--- config.mk ---
export PLATFORM = sky130hd
export DESIGN_NAME = duration_counter_multi
export DESIGN_NICKNAME = d
export VERILOG_FILES = /design/src/rtl/duration_counter_multi.sv
export SDC_FILE = /design/constraint.sdc
export NUM_CORES = 1
export LEC_CHECK = 0
export ABC_AREA = 1
export CORE_MARGIN = 3
export CORE_UTILIZATION = 49
export DETAILED_ROUTE_END_ITERATION = 8
export PLACE_DENSITY = 0.95
export SLEW_MARGIN = 20
export SYNTH_ARGS = -nofsm -noshare
export SYNTH_HDL_FRONTEND = slang
export SYNTH_SLANG_ARGS = --single-unit
export TNS_END_PERCENT = 5
--- constraint.sdc ---
create_clock -name i_clk -period 3.2 [get_ports i_clk]
set_clock_uncertainty 0.2 [all_clocks]
set_input_delay 0.48 -clock i_clk [delete_from_list [all_inputs] [get_ports i_clk]]
set_output_delay 0.48 -clock i_clk [all_outputs]
set_load 0.01 [all_outputs]
--- src/rtl/duration_counter_multi.sv ---
// Multi-channel tick-driven down-counters with restartable load, per-channel halt and readable count.
// Optional DURATION_COUNTER_LOOP_EN adds i_loop: a terminal tick reloads instead of stopping.

module duration_counter_lane #(
    parameter int WIDTH = 5
) (
    input  logic             clk,
    input  logic             rst_n,
    input  logic             tick,
    input  logic             load,
    input  logic [WIDTH-1:0] duration,
    input  logic             loop,
    output logic             done,
    output logic             active,
    output logic [WIDTH-1:0] count
);
    typedef enum logic {STOPPED = 1'b0, RUNNING = 1'b1} state_t;

    state_t           state;
    logic [WIDTH-1:0] reload;

    // Done is combinational so the sequencer sees it in the terminal tick cycle itself.
    assign done   = (state == RUNNING) & tick & (count == '0);
    assign active = (state == RUNNING);

    always_ff @(posedge clk or negedge rst_n) begin
        if (!rst_n) begin
            state  <= STOPPED;
            count  <= '0;
            reload <= '0;
        end else begin
            case (state)
                STOPPED: begin
                    if (load) begin
                        count  <= duration;
                        reload <= duration;
                        state  <= RUNNING;
                    end
                end
                RUNNING: begin
                    if (load) begin
                        count  <= duration;
                        reload <= duration;
                    end else if (tick) begin
                        if (count != '0) count <= count - WIDTH'(1);
                        else if (loop)   count <= reload;
                        else             state <= STOPPED;
                    end
                end
                default: state <= STOPPED;
            endcase
        end
    end
endmodule

module duration_counter_multi #(
    parameter int WIDTH    = 5,
    parameter int CHANNELS = 4
) (
    input  logic                      i_clk,
    input  logic                      i_rst_n,
    input  logic                      i_enable,
    input  logic [CHANNELS-1:0]       i_load,
    input  logic [CHANNELS*WIDTH-1:0] i_duration,
    input  logic [CHANNELS-1:0]       i_halt,
`ifdef DURATION_COUNTER_LOOP_EN
    input  logic [CHANNELS-1:0]       i_loop,
`endif
    output logic [CHANNELS-1:0]       o_done,
    output logic [CHANNELS-1:0]       o_active,
    output logic [CHANNELS*WIDTH-1:0] o_count
);
    logic [CHANNELS-1:0] loop;

`ifdef DURATION_COUNTER_LOOP_EN
    assign loop = i_loop;
`else
    assign loop = '0;
`endif

    for (genvar n = 0; n < CHANNELS; n++) begin : g_lane
        duration_counter_lane #(.WIDTH(WIDTH)) u_lane (
            .clk      (i_clk),
            .rst_n    (i_rst_n),
            .tick     (i_enable & ~i_halt[n]),
            .load     (i_load[n]),
            .duration (i_duration[n*WIDTH +: WIDTH]),
            .loop     (loop[n]),
            .done     (o_done[n]),
            .active   (o_active[n]),
            .count    (o_count[n*WIDTH +: WIDTH])
        );
    end
endmodule

* After elaboration in Yosys (flattened, before gate mapping)
Cells that the tools add are included. W data, S select, Z words.
Storage, ports and cells: input port bits 31, flip-flop bits (word level) 24, logic and storage cells 96
Cells by class: reduce and logical (&&, ||, !) cells 12, equality and inequality tests 12, multiplexer cells 40, add/subtract/negate cells 4, bitwise gates (word level) 20
Operators with widths (number):
- $mux W5 | 16
- $pmux W5 S2 | 4
- $logic_not A5 Y1 | 4
- $reduce_bool A5 Y1 | 4
- $sub A5 B1 Y5 const B | 4
- $mux W1 | 16
- $and A1 B1 Y1 | 12
- $ne A3 B2 Y1 const B | 4
- $ne A3 B3 Y1 const B | 4
- $reduce_and A3 Y1 | 4
- $ne A2 B2 Y1 const B | 4
- $not A1 Y1 | 8
- $pmux W1 S2 | 4

* Depth between registers and ports, before layout
Gate-level depths: netlist of the first run.
depth after elaboration 5, gate-level depth with buffers 7, mapped depth without buffers 7

* Hierarchy
From an unflattened synthesis of the first run, not the netlist that was laid out.
Unflattened totals: cell total of the unflattened synthesis 395, area total of the unflattened synthesis 2907.8 µm²
By module, submodules not included:
- duration_counter_lane at g_lane[0].u_lane ... | times used 3, area each 718.2 µm², cells an instance 97, sequential area each 275.3 µm²
- duration_counter_lane at g_lane[3].u_lane | times used 1, area each 720.7 µm², cells an instance 98, sequential area each 275.3 µm²
- duration_counter_multi | times used 1, area each 32.5 µm², cells an instance 6, sequential area each 0.0 µm²

* Worst setup path before layout of the first run
OpenSTA, ideal clock, no wires.
kind reg2out, start point reg g_lane[0].u_lane.count[0], end point out o_done[0], stages on the path, launching flop included 6, path buffers 1, data arrival time 1.128 ns, data required time 2.520 ns, path slack 1.392 ns, cells stage by stage dfrtp_1 > inv_1 > ha_1 > nand3_4 > nor3_1 > buf_4
On the way: cells in the longest elaborated chain, start to end 2
Ends and longest elaborated chain:
- from (decl) | line 15 | output logic [WIDTH-1:0] count
- from (signal assigned) | line 35 | count <= duration;
- from (signal assigned) | line 42 | count <= duration;
- from (signal assigned) | line 45 | if (count != '0) count <= count - WIDTH'(1);
- $logic_not A5 Y1 | line 23 | assign done = (state == RUNNING) & tick & (count == '0);
- $and A1 B1 Y1 | line 23
- to (decl) | line 69 | output logic [CHANNELS-1:0] o_done,
Every way passes these cells.

* Final worst setup path of the first run
start point reg g_lane[1].u_lane.count[0], end point out o_done[1]
On the way: cells in the longest elaborated chain, start to end 2
Ends and longest elaborated chain (line):
- from (decl) | 15
- from (signal assigned) | 35
- from (signal assigned) | 42
- from (signal assigned) | 45
- $logic_not A5 Y1 | 23
- $and A1 B1 Y1 | 23
Every way passes these cells.

==> reports/qor.yml, run 1 <==
floorplanning:
  dieWidth_um: 65.4
  start_util_pct: 54.1
  fp.dieH_um: 65.4
  io_pins: 59
  fp-row-count: 20
  core_sq_um: 3200
  die-area_sq_um: 4280
pwr:
  clock_power_share_pct: 12.1
  peakVddDrop_mv: 0.270
  switchingPower_uw: 415
  switching_share_pct: 38.6
  leakage_nw: 1.09
  combPwrFrac_pct: 47.3
  power_per_cell_area_nw_per_um2: 460
  p_seq_share_pct: 40.6
  internal-power_uw: 660
synthesis:
  synth_edf_count: 0
  yosys_warnings: 0
  synth.area.top_cells: "dfrtp_1, nand2_1, nand3_1"
  ys.flop_type: "dfrtp_1"
  ys_ff_latch: 24
  syn-cell-area_sq_um: 1730
  ys_seq_area_share_pct: 34.7
  yosysMostFrequentCell: "nand2_1"
  synth_commonest_cells: "nand2_1, nand3_1, inv_1"
  async_reset_ff_share_pct: 100
  yosys.cell_types.count: 17
  syn_area_per_cell_sq_um: 7.60
  syn-instance-count: 228
  synth_top_cell_area_share_pct: 34.7
  syn-num-nets: 263
  synth_largest_area_cell: "dfrtp_1"
global_routing:
  antenna_found_initial: 0
  grt_usage_pct: 20.2
  overflow: 0
  grt_pass1_vias: 1518
  grt_pass1_wl_um: 6740
  grt_max_degree: 25
status:
  status: "complete, no violations"
clocking:
  clkSlewWorstSetupHoldPaths_ns: 0.12
  cts_buffer_depth: 2
  cts_sinks: 24
  worstSkewPairLatency_ns: 0.31
  cts-resized-gates: 0
  hold_buffers: 0
  htreeDepth: 1
  cts_tree: "done"
  cts_buffers: 3
  cts_setup_buffers: 0
  root_buffer: "clkbuf_4"
layout:
  fillers: 278
  area_growth_pct: 35.0
  drive_gt1_share_pct: 14.2
  diodes: 0
  num-nets-final: 319
setup_path:
  crit_required_ns: 2.52
  critical_path.startpoint_type: "flop"
  cpLargestDelayFamily: "buffers and inverters"
  path_buf_inv: 2
  cp_max_fo: 4
  crit_type: "reg -> out"
  crit_path_start: "g_lane[1].u_lane.count[0]"
  cp_slowest_cell: "clkdlybuf4s50_1"
  slowest_delay_ns: 0.56
  critPathCaptureType: "output pin"
  worstPathArrival_ns: 1.95
  worstReg2RegStart: "g_lane[0].u_lane.count[0]"
  cp_cell_sequence: "inv_1 -> ha_1 -> nand3_4 -> nor3_1 -> clkdlybuf4s50_1"
hold_path:
  holdCritPathClass: "in -> async"
drt:
  wirelength_um: 3910
  wl_met3_um: 149
  first_pass_iters: 4
  dr_total_vias: 1578
  ant_nets: 0
  dr.max_layer_used: "met4"
  drt_iter0_drc: 80
  vias_per_cell: 4.84
  wl_met2_um: 1920
  wl_met1_um: 1760
  route.detailed.drc: 0
  wl_per_cell_um: 12.0
timing:
  drv_slew: 0
  max_freq_ghz: 0.380
  rsz0062_at_grt: "no"
  finalCriticalPeriod_ns: 2.63
  finalHoldViolations: 0
  fin_ws_ns: 0.568
  worst_pin_slew_ns: 0.304
  fin_hold_ws_ns: 0.305
  setup_viol: 0
  fin_crit_sh_pct: 82.3
  slew_headroom_pct: 79.8
  fin_tns_setup_ns: 0
placed_design:
  post-place-ws_ns: 0.573
  port_buffers: 58
  finalWeightedCongestion: 0.823
  dp_hpwl_um: 3220
run:
  max_cap_violations: 0
-- layer usage --
layer | global-route usage, % | up-vias
met5 | 0 | -
met4 | 7.25 | 0
met3 | 2.91 | 7
met2 | 34.6 | 33
met1 | 25.8 | 707
li1 | - | 831
-- registers in the layout, summed over array words and instances, names as in the netlist --
register / count
g_lane.u_lane.active: 4
g_lane.u_lane.count: 20
-- final cells by class --
class	count	area (sq um)	area share, %
Multi-Input combinational cell	164	951	40.7
Sequential cell	24	601	25.7
Timing Repair Buffer	59	588	25.2
Inverter	32	120	5.14
Tap cell	44	55.1	2.36
Clock buffer	3	22.5	0.964
-- worst reg2reg max path: stages, from the launching register on --
cell and delay [ns]:
dfrtp_1 0.40, inv_1 0.13, ha_1 0.28, nand3_4 0.13
nand2_4 0.10, nand2_4 0.07, nand3_1 0.09, nand2_1 0.06
-- final timing paths --
kind,endpoint,cells after the start,slack (ns)
hold reg to reg,g_lane[0].u_lane.active,2,0.37
min in group i_clk,g_lane[0].u_lane.active,2,0.37
setup reg to reg,g_lane[0].u_lane.count[4],7,1.65
max in group asynchronous,g_lane[0].u_lane.count[2],2,2.26
setup / recovery,o_done[1],5,0.57
hold / removal,g_lane[3].u_lane.count[0],2,0.30
-- power groups by stage --
stage	sequential [mW]	clock (mW)	combinational [mW]
finish	0.436	0.130	0.509
global route	0.448	0.150	0.569
CTS	0.437	0.135	0.513
detailed placement	0.443	0	0.511
global placement	0.440	0	0.492
floorplan	0.457	0	0.275
-- placed cells by master, fill, tap and decap left out, drive strengths merged --
cell / netlist / layout
buf: 8 / 1
nand2: 68 / 68
or2: 8 / 8
nand3: 36 / 36
xnor2: 4 / 4
clkdlybuf4s50: 0 / 58
o21ai: 24 / 24
dfrtp: 24 / 24
nor3: 4 / 4
nor2: 16 / 16
clkbuf: 0 / 3
inv: 32 / 32
ha: 4 / 4
-- through the flow --
step / utilization [%] / cell area, sq um / instances / total power [mW]
after floorplan: - / 1730 / 228 / 0.732
after global placement: 72.3 / 2310 / 323 / 0.932
after detailed placement: 72.3 / 2310 / 323 / 0.954
after CTS: 73.0 / 2340 / 326 / 1.09
after global routing: 73.0 / 2340 / 326 / 1.17
final: 73.0 / 2340 / 326 / 1.07
-- logic make-up (layout without fill, tap and decap cells) --
family | count (synthesis) | count (layout) | synth area share, %
and+or+nand+nor | 132 | 132 | 43.1
adders and majority gates | 4 | 4 | 2.89
buffers and inverters | 40 | 94 | 10.4
DFF | 24 | 24 | 34.7
xor gates and xnor gates | 4 | 4 | 2.02
AOI/OAI and AO/OA | 24 | 24 | 6.94
Note: power is estimated with default switching activity, not from simulation.
==> run 2: changes to the inputs <==
CORE_UTILIZATION = 46   (was 49)
PLACE_DENSITY = 0.93   (was 0.95)
clock period = 2.5 ns   (was 3.2 ns; I/O delays follow)
==> run 2 against run 1 <==
Net effect: combinational power up 29%; clock power grew 100%; register-to-register slack got worse by 0.68 ns; first-iteration DRC count decreased by 10%; non-clock buffer count unchanged; die area up 5.9%; sequential power rose by 29%; total power grew 37%; final cell count increased by 0.92%; worst setup slack lost 0.10 ns; global-route usage is 0.063 points lower; cell area grew 2.4%; critical path type unchanged.
==> reports/qor.yml, run 2 (same netlist as run 1, synthesis figures left out) <==
status:
  status: "complete, no violations"
floorplanning:
  core_sq_um: 3470  # +8.3%
  io_pins: 59  # unchanged
  fp-row-count: 21  # +5.0%
  dieWidth_um: 67.4  # +2.9%
  die-area_sq_um: 4540  # +5.9%
  fp.dieH_um: 67.4  # +2.9%
  start_util_pct: 49.9  # -4.1 points
pwr:
  power_per_cell_area_nw_per_um2: 618  # +34%
  leakage_nw: 1.17  # +7.6%
  peakVddDrop_mv: 0.273  # +1.1%
  fin_total_pwr_mw: 1.48  # +37%
layout:
  diodes: 0  # unchanged
  fin_cells: 329  # +0.92%
  num-nets-final: 319  # unchanged
  layout_commonest_cell: "nand2_1"
  area_growth_pct: 38.2
  largest_register_ffs: 20  # unchanged
  final_cell_mix: "nand2_1, clkdlybuf4s50_1, nand3_1, inv_1, dfrtp_1"
  design_area_sq_um: 2390  # +2.4%
  drive_gt1_share_pct: 15.9  # +1.7 points
  final_util_pct: 69.0  # -4.0 points
  regMostFlops: "g_lane.u_lane.count"
clocking:
  cts_setup_buffers: 0  # unchanged
  cts_sinks: 24  # unchanged
  cts_buffer_depth: 2  # unchanged
  hold_buffers: 0  # unchanged
  cts_buffers: 3  # unchanged
  cts_tree: "done"
  worstSkewPairLatency_ns: 0.26  # -0.05 ns
  clkSlewWorstSetupHoldPaths_ns: 0.09  # -0.03 ns
  cts-resized-gates: 0  # unchanged
  htreeDepth: 1  # unchanged
  root_buffer: "clkbuf_8"
setup_path:
  path_depth: 5  # unchanged
  crit_type: "reg -> out"
  cp_max_fo: 4  # unchanged
  reg2reg_depth: 6  # -1
  crit_path_start: "g_lane[2].u_lane.count[0]"
  cp_cell_sequence: "inv_1 -> ha_2 -> nand3_4 -> nor3_1 -> dlymetal6s2s_1"
  worstReg2RegStart: "g_lane[2].u_lane.count[0]"
  reg2reg_to: "g_lane[2].u_lane.count[0]"
  cpLargestDelayFamily: "flip-flops"
  crit_required_ns: 1.92  # -0.60 ns
  r2r_setup_slack_ns: 0.97  # -0.68 ns
  cp-endpoint: "o_done[2]"
  slowest_delay_ns: 0.41  # -0.15 ns
  critical_path.startpoint_type: "flop"
  critPathCaptureType: "output pin"
  cp_slowest_cell: "dfrtp_1"
  path_buf_inv: 2  # unchanged
  worstPathArrival_ns: 1.46  # -0.49 ns
placed_design:
  placedCellCount: 325  # +0.62%
  place_area_sq_um: 2320  # +0.11%
  post-place-ws_ns: 0.114  # -0.459 ns
  finalWeightedCongestion: 0.864  # +5.0%
  port_buffers: 58  # unchanged
  dp_hpwl_um: 3210  # -0.39%
global_routing:
  antenna_found_initial: 0  # unchanged
  grt_pass1_wl_um: 7100  # +5.3%
  grt_max_degree: 25  # unchanged
  grt_usage_pct: 20.1  # -0.063 points
  overflow: 0  # unchanged
  grt_pass1_vias: 1608  # +5.9%
timing:
  slew_headroom_pct: 78.9  # -0.84 points
  finalCriticalPeriod_ns: 2.03
  setup_viol: 0  # unchanged
  max_freq_ghz: 0.492
  fin_ws_ns: 0.467  # -0.101 ns
  fin_tns_setup_ns: 0  # unchanged
  rsz0062_at_grt: "no"
  worst_pin_slew_ns: 0.316  # +0.0126 ns
  fin_crit_sh_pct: 81.3
  drv_slew: 0  # unchanged
  fin_hold_ws_ns: 0.278  # -0.0268 ns
  finalHoldViolations: 0  # unchanged
drt:
  wirelength_um: 4020  # +2.9%
  vias_per_cell: 4.88  # +0.72%
  route.detailed.drc: 0  # unchanged
  first_pass_iters: 4  # unchanged
  drt_iter0_drc: 72  # -10%
  ant_nets: 0  # unchanged
  dr_total_vias: 1604  # +1.6%
  wl_per_cell_um: 12.2  # +1.9%
hold_path:
  holdCritPathClass: "in -> async"
run:
  max_cap_violations: 0  # unchanged
## run 2: cell count changes in the layout (fill, tap and decap cells not counted)
cell	before	now
ha_1	4	0
clkbuf_4	3	0
clkbuf_8	0	4
ha_2	0	4
dlymetal6s2s_1	0	4
clkdlybuf4s50_1	58	54
## run 2: worst register-to-register path, cell delays in order, from the launching register on
cell and delay [ns]:
dfrtp_1 0.41, inv_1 0.13, ha_2 0.24, nand3_4 0.11
nand2_4 0.10, nand2_4 0.07, o21ai_1 0.19
## run 2: worst min path at each step
stage	slack [ns]	start	endpoint
6_report	0.28	i_rst_n	g_lane[0].u_lane.active
4_1_cts	0.29	i_rst_n	g_lane[0].u_lane.count[1]
2_1_floorplan	-0.12	i_rst_n	g_lane[0].u_lane.active
3_5_place_dp	0.34	g_lane[3].u_lane.active	g_lane[3].u_lane.active
3_3_place_gp	0.32	g_lane[3].u_lane.active	g_lane[3].u_lane.active
5_1_grt	0.32	i_rst_n	g_lane[0].u_lane.count[4]
## run 2: final cells by class
type,instances,area [sq um]
clock buffer,4,55.1
fill,297,1080
inverter,32,120
multi-input combinational,164,961
sequential,24,601
tap,46,57.6
timing repair buffer,59,598
## run 2: power breakdown
group | switching, mW | internal (mW)
Combinational | 0.323 | 0.332
Clock | 0.120 | 0.140
Sequential | 0.101 | 0.460
Total | 0.544 | 0.933
## run 2: routing by layer
metal | wire [um] | share of wire [%] | up-vias | track usage, %
met5 | 0 | 0 | - | 0
met4 | 89 | 2.2 | 0 | 6.58
met2 | 1950 | 49 | 41 | 33.9
li1 | - | - | 832 | -
met3 | 167 | 4.2 | 8 | 3.49
met1 | 1810 | 45 | 723 | 26.2
==> run 3: changes to the inputs <==
CORE_UTILIZATION = 41   (was 46)
PLACE_DENSITY = 0.88   (was 0.93)
clock period = 1.8 ns   (was 2.5 ns; I/O delays follow)
==> run 3 against run 2 <==
Net effect: sequential share of layout area is 3.0 points lower; hold slack worse by 0.13 ns; combinational power is 86% higher; routed wire length is 17% higher; cell area is 14% higher; register-to-register slack worse by 0.65 ns; sequential power is 29% higher; utilization is 1.5 points higher; final cell count is 11% higher; die area is 11% higher; global-route usage is 1.4 points lower; largest cell class unchanged.
==> reports/qor.yml, run 3 (same netlist as run 1, synthesis figures left out) <==
status:
  status: "complete, no violations"
setup_path:
  critPathCaptureType: "output pin"
  crit_required_ns: 1.33  # -0.59 ns
  critical_path.startpoint_type: "flop"
  cp_max_fo: 2  # -2
  worstPathArrival_ns: 1.28  # -0.18 ns
  crit_type: "reg -> out"
drt:
  first_pass_iters: 4  # unchanged
  wl_per_cell_um: 12.8  # +5.0%
  dr_total_vias: 1765  # +10%
  ant_nets: 0  # unchanged
  drt_iter0_drc: 68  # -5.6%
  vias_per_cell: 4.82  # -1.1%
  wirelength_um: 4700  # +17%
  route.detailed.drc: 0  # unchanged
pwr:
  fin_total_pwr_mw: 2.42  # +64%
  leakage_nw: 1.38  # +18%
  peakVddDrop_mv: 0.420  # +54%
  power_per_cell_area_nw_per_um2: 892  # +44%
layout:
  design_area_sq_um: 2720  # +14%
  largest_register_ffs: 20  # unchanged
  area_growth_pct: 56.9
  fin_cells: 366  # +11%
  layout_commonest_cell: "nand2_1"
  final_cell_mix: "nand2_1, clkdlybuf4s50_1, buf_4, nand3_1, dfrtp_1"
  regMostFlops: "g_lane.u_lane.count"
  num-nets-final: 354  # +11%
  diodes: 0  # unchanged
  fillers: 319  # +7.4%
  drive_gt1_share_pct: 29.6  # +14 points
timing:
  fin_ws_ns: 0.0470  # -0.420 ns
  finalHoldViolations: 0  # unchanged
  worst_pin_slew_ns: 0.325  # +0.00842 ns
  slew_headroom_pct: 78.4  # -0.56 points
  drv_slew: 0  # unchanged
  rsz0062_at_grt: "yes"
  fin_crit_sh_pct: 97.4
  max_freq_ghz: 0.570
  finalCriticalPeriod_ns: 1.75
  setup_viol: 0  # unchanged
clocking:
  clkSlewWorstSetupHoldPaths_ns: 0.09  # about the same
  cts_buffer_depth: 2  # unchanged
  cts_tree: "done"
  htreeDepth: 1  # unchanged
  root_buffer: "clkbuf_8"
  hold_buffers: 0  # unchanged
  cts_setup_buffers: 0  # unchanged
  cts_sinks: 24  # unchanged
  cts_buffers: 3  # unchanged
  worstSkewPairLatency_ns: 0.27  # about the same
global_routing:
  grt_usage_pct: 18.8  # -1.4 points
  grt_pass1_wl_um: 7620  # +7.4%
  grt_max_degree: 25  # unchanged
  antenna_found_initial: 0  # unchanged
  overflow: 0  # unchanged
  grt_pass1_vias: 1776  # +10%
placed_design:
  placedCellCount: 362  # +11%
  finalWeightedCongestion: 0.845  # -2.2%
  port_buffers: 58  # unchanged
  dp_hpwl_um: 3570  # +11%
  post-place-ws_ns: -0.445  # -0.559 ns
  place_area_sq_um: 2580  # +11%
floorplanning:
  fp.dieH_um: 71.0  # +5.4%
  core_sq_um: 3850  # +11%
  die-area_sq_um: 5040  # +11%
  dieWidth_um: 71.0  # +5.4%
  fp-row-count: 22  # +4.8%
  start_util_pct: 44.9  # -5.0 points
  io_pins: 59  # unchanged
hold_path:
  holdCritPathClass: "in -> async"
run:
  max_cap_violations: 0  # unchanged
run 3: per-stage QoR:
stage	util, %	TNS [ns]	hold WS, ns
final	70.5	0	0.151
after global routing	70.5	-0.0388	0.193
after CTS	69.5	-0.0497	0.154
after detailed placement	67.0	-1.57	0.352
after global placement	67.0	-1.45	0.324
after floorplan	-	0	-0.226
run 3: final cells by class:
type	count	area [sq um]	share of cell area, %
Sequential cell	24	601	22.1
Timing Repair Buffer	94	837	30.8
Tap cell	48	60.1	2.21
Clock inverter	1	30.0	1.11
Multi-Input combinational cell	164	1030	37.8
Inverter	32	120	4.42
Clock buffer	3	41.3	1.52
run 3: per-layer routing:
layer	GRT usage, %	wire length (um)	vias to the layer above
li1	-	-	901
met1	23.3	2050	811
met2	31.8	2360	42
met3	2.41	178	11
met4	9.19	113	0
met5	0	0	-
run 3: path summary, 6_finish.rpt:
kind	start	end	slack [ns]	depth (start not counted)
worst max-delay path	g_lane[0].u_lane.count[0]	o_count[0]	0.05	2
worst min-delay path	i_rst_n	g_lane[3].u_lane.count[0]	0.15	2
worst max register to register	g_lane[2].u_lane.count[0]	g_lane[2].u_lane.count[3]	0.32	8
worst min register to register	g_lane[3].u_lane.active	g_lane[3].u_lane.active	0.36	2
max in group asynchronous	i_rst_n	g_lane[1].u_lane.count[2]	1.01	2
min in group i_clk	g_lane[3].u_lane.active	g_lane[3].u_lane.active	0.36	2
run 3: power breakdown:
part	leakage [nW]	total, mW	switching [mW]	internal, mW
Clock	0.0357	0.485	0.187	0.298
Combinational	1.07	1.22	0.585	0.631
Sequential	0.278	0.722	0.0825	0.639
run 3: critical path, cell delays in order, from the launching register on:
cell             delay (ns)
dfrtp_1                0.37
buf_4                  0.11
clkdlybuf4s50_1        0.52
run 3: what timing repair did:
| action | in CTS | in global routing |
|---|---|---|
| pin swaps | 0 | 0 |
| gates resized for setup | 39 | 12 |
| setup endpoints to repair | 12 | 11 |
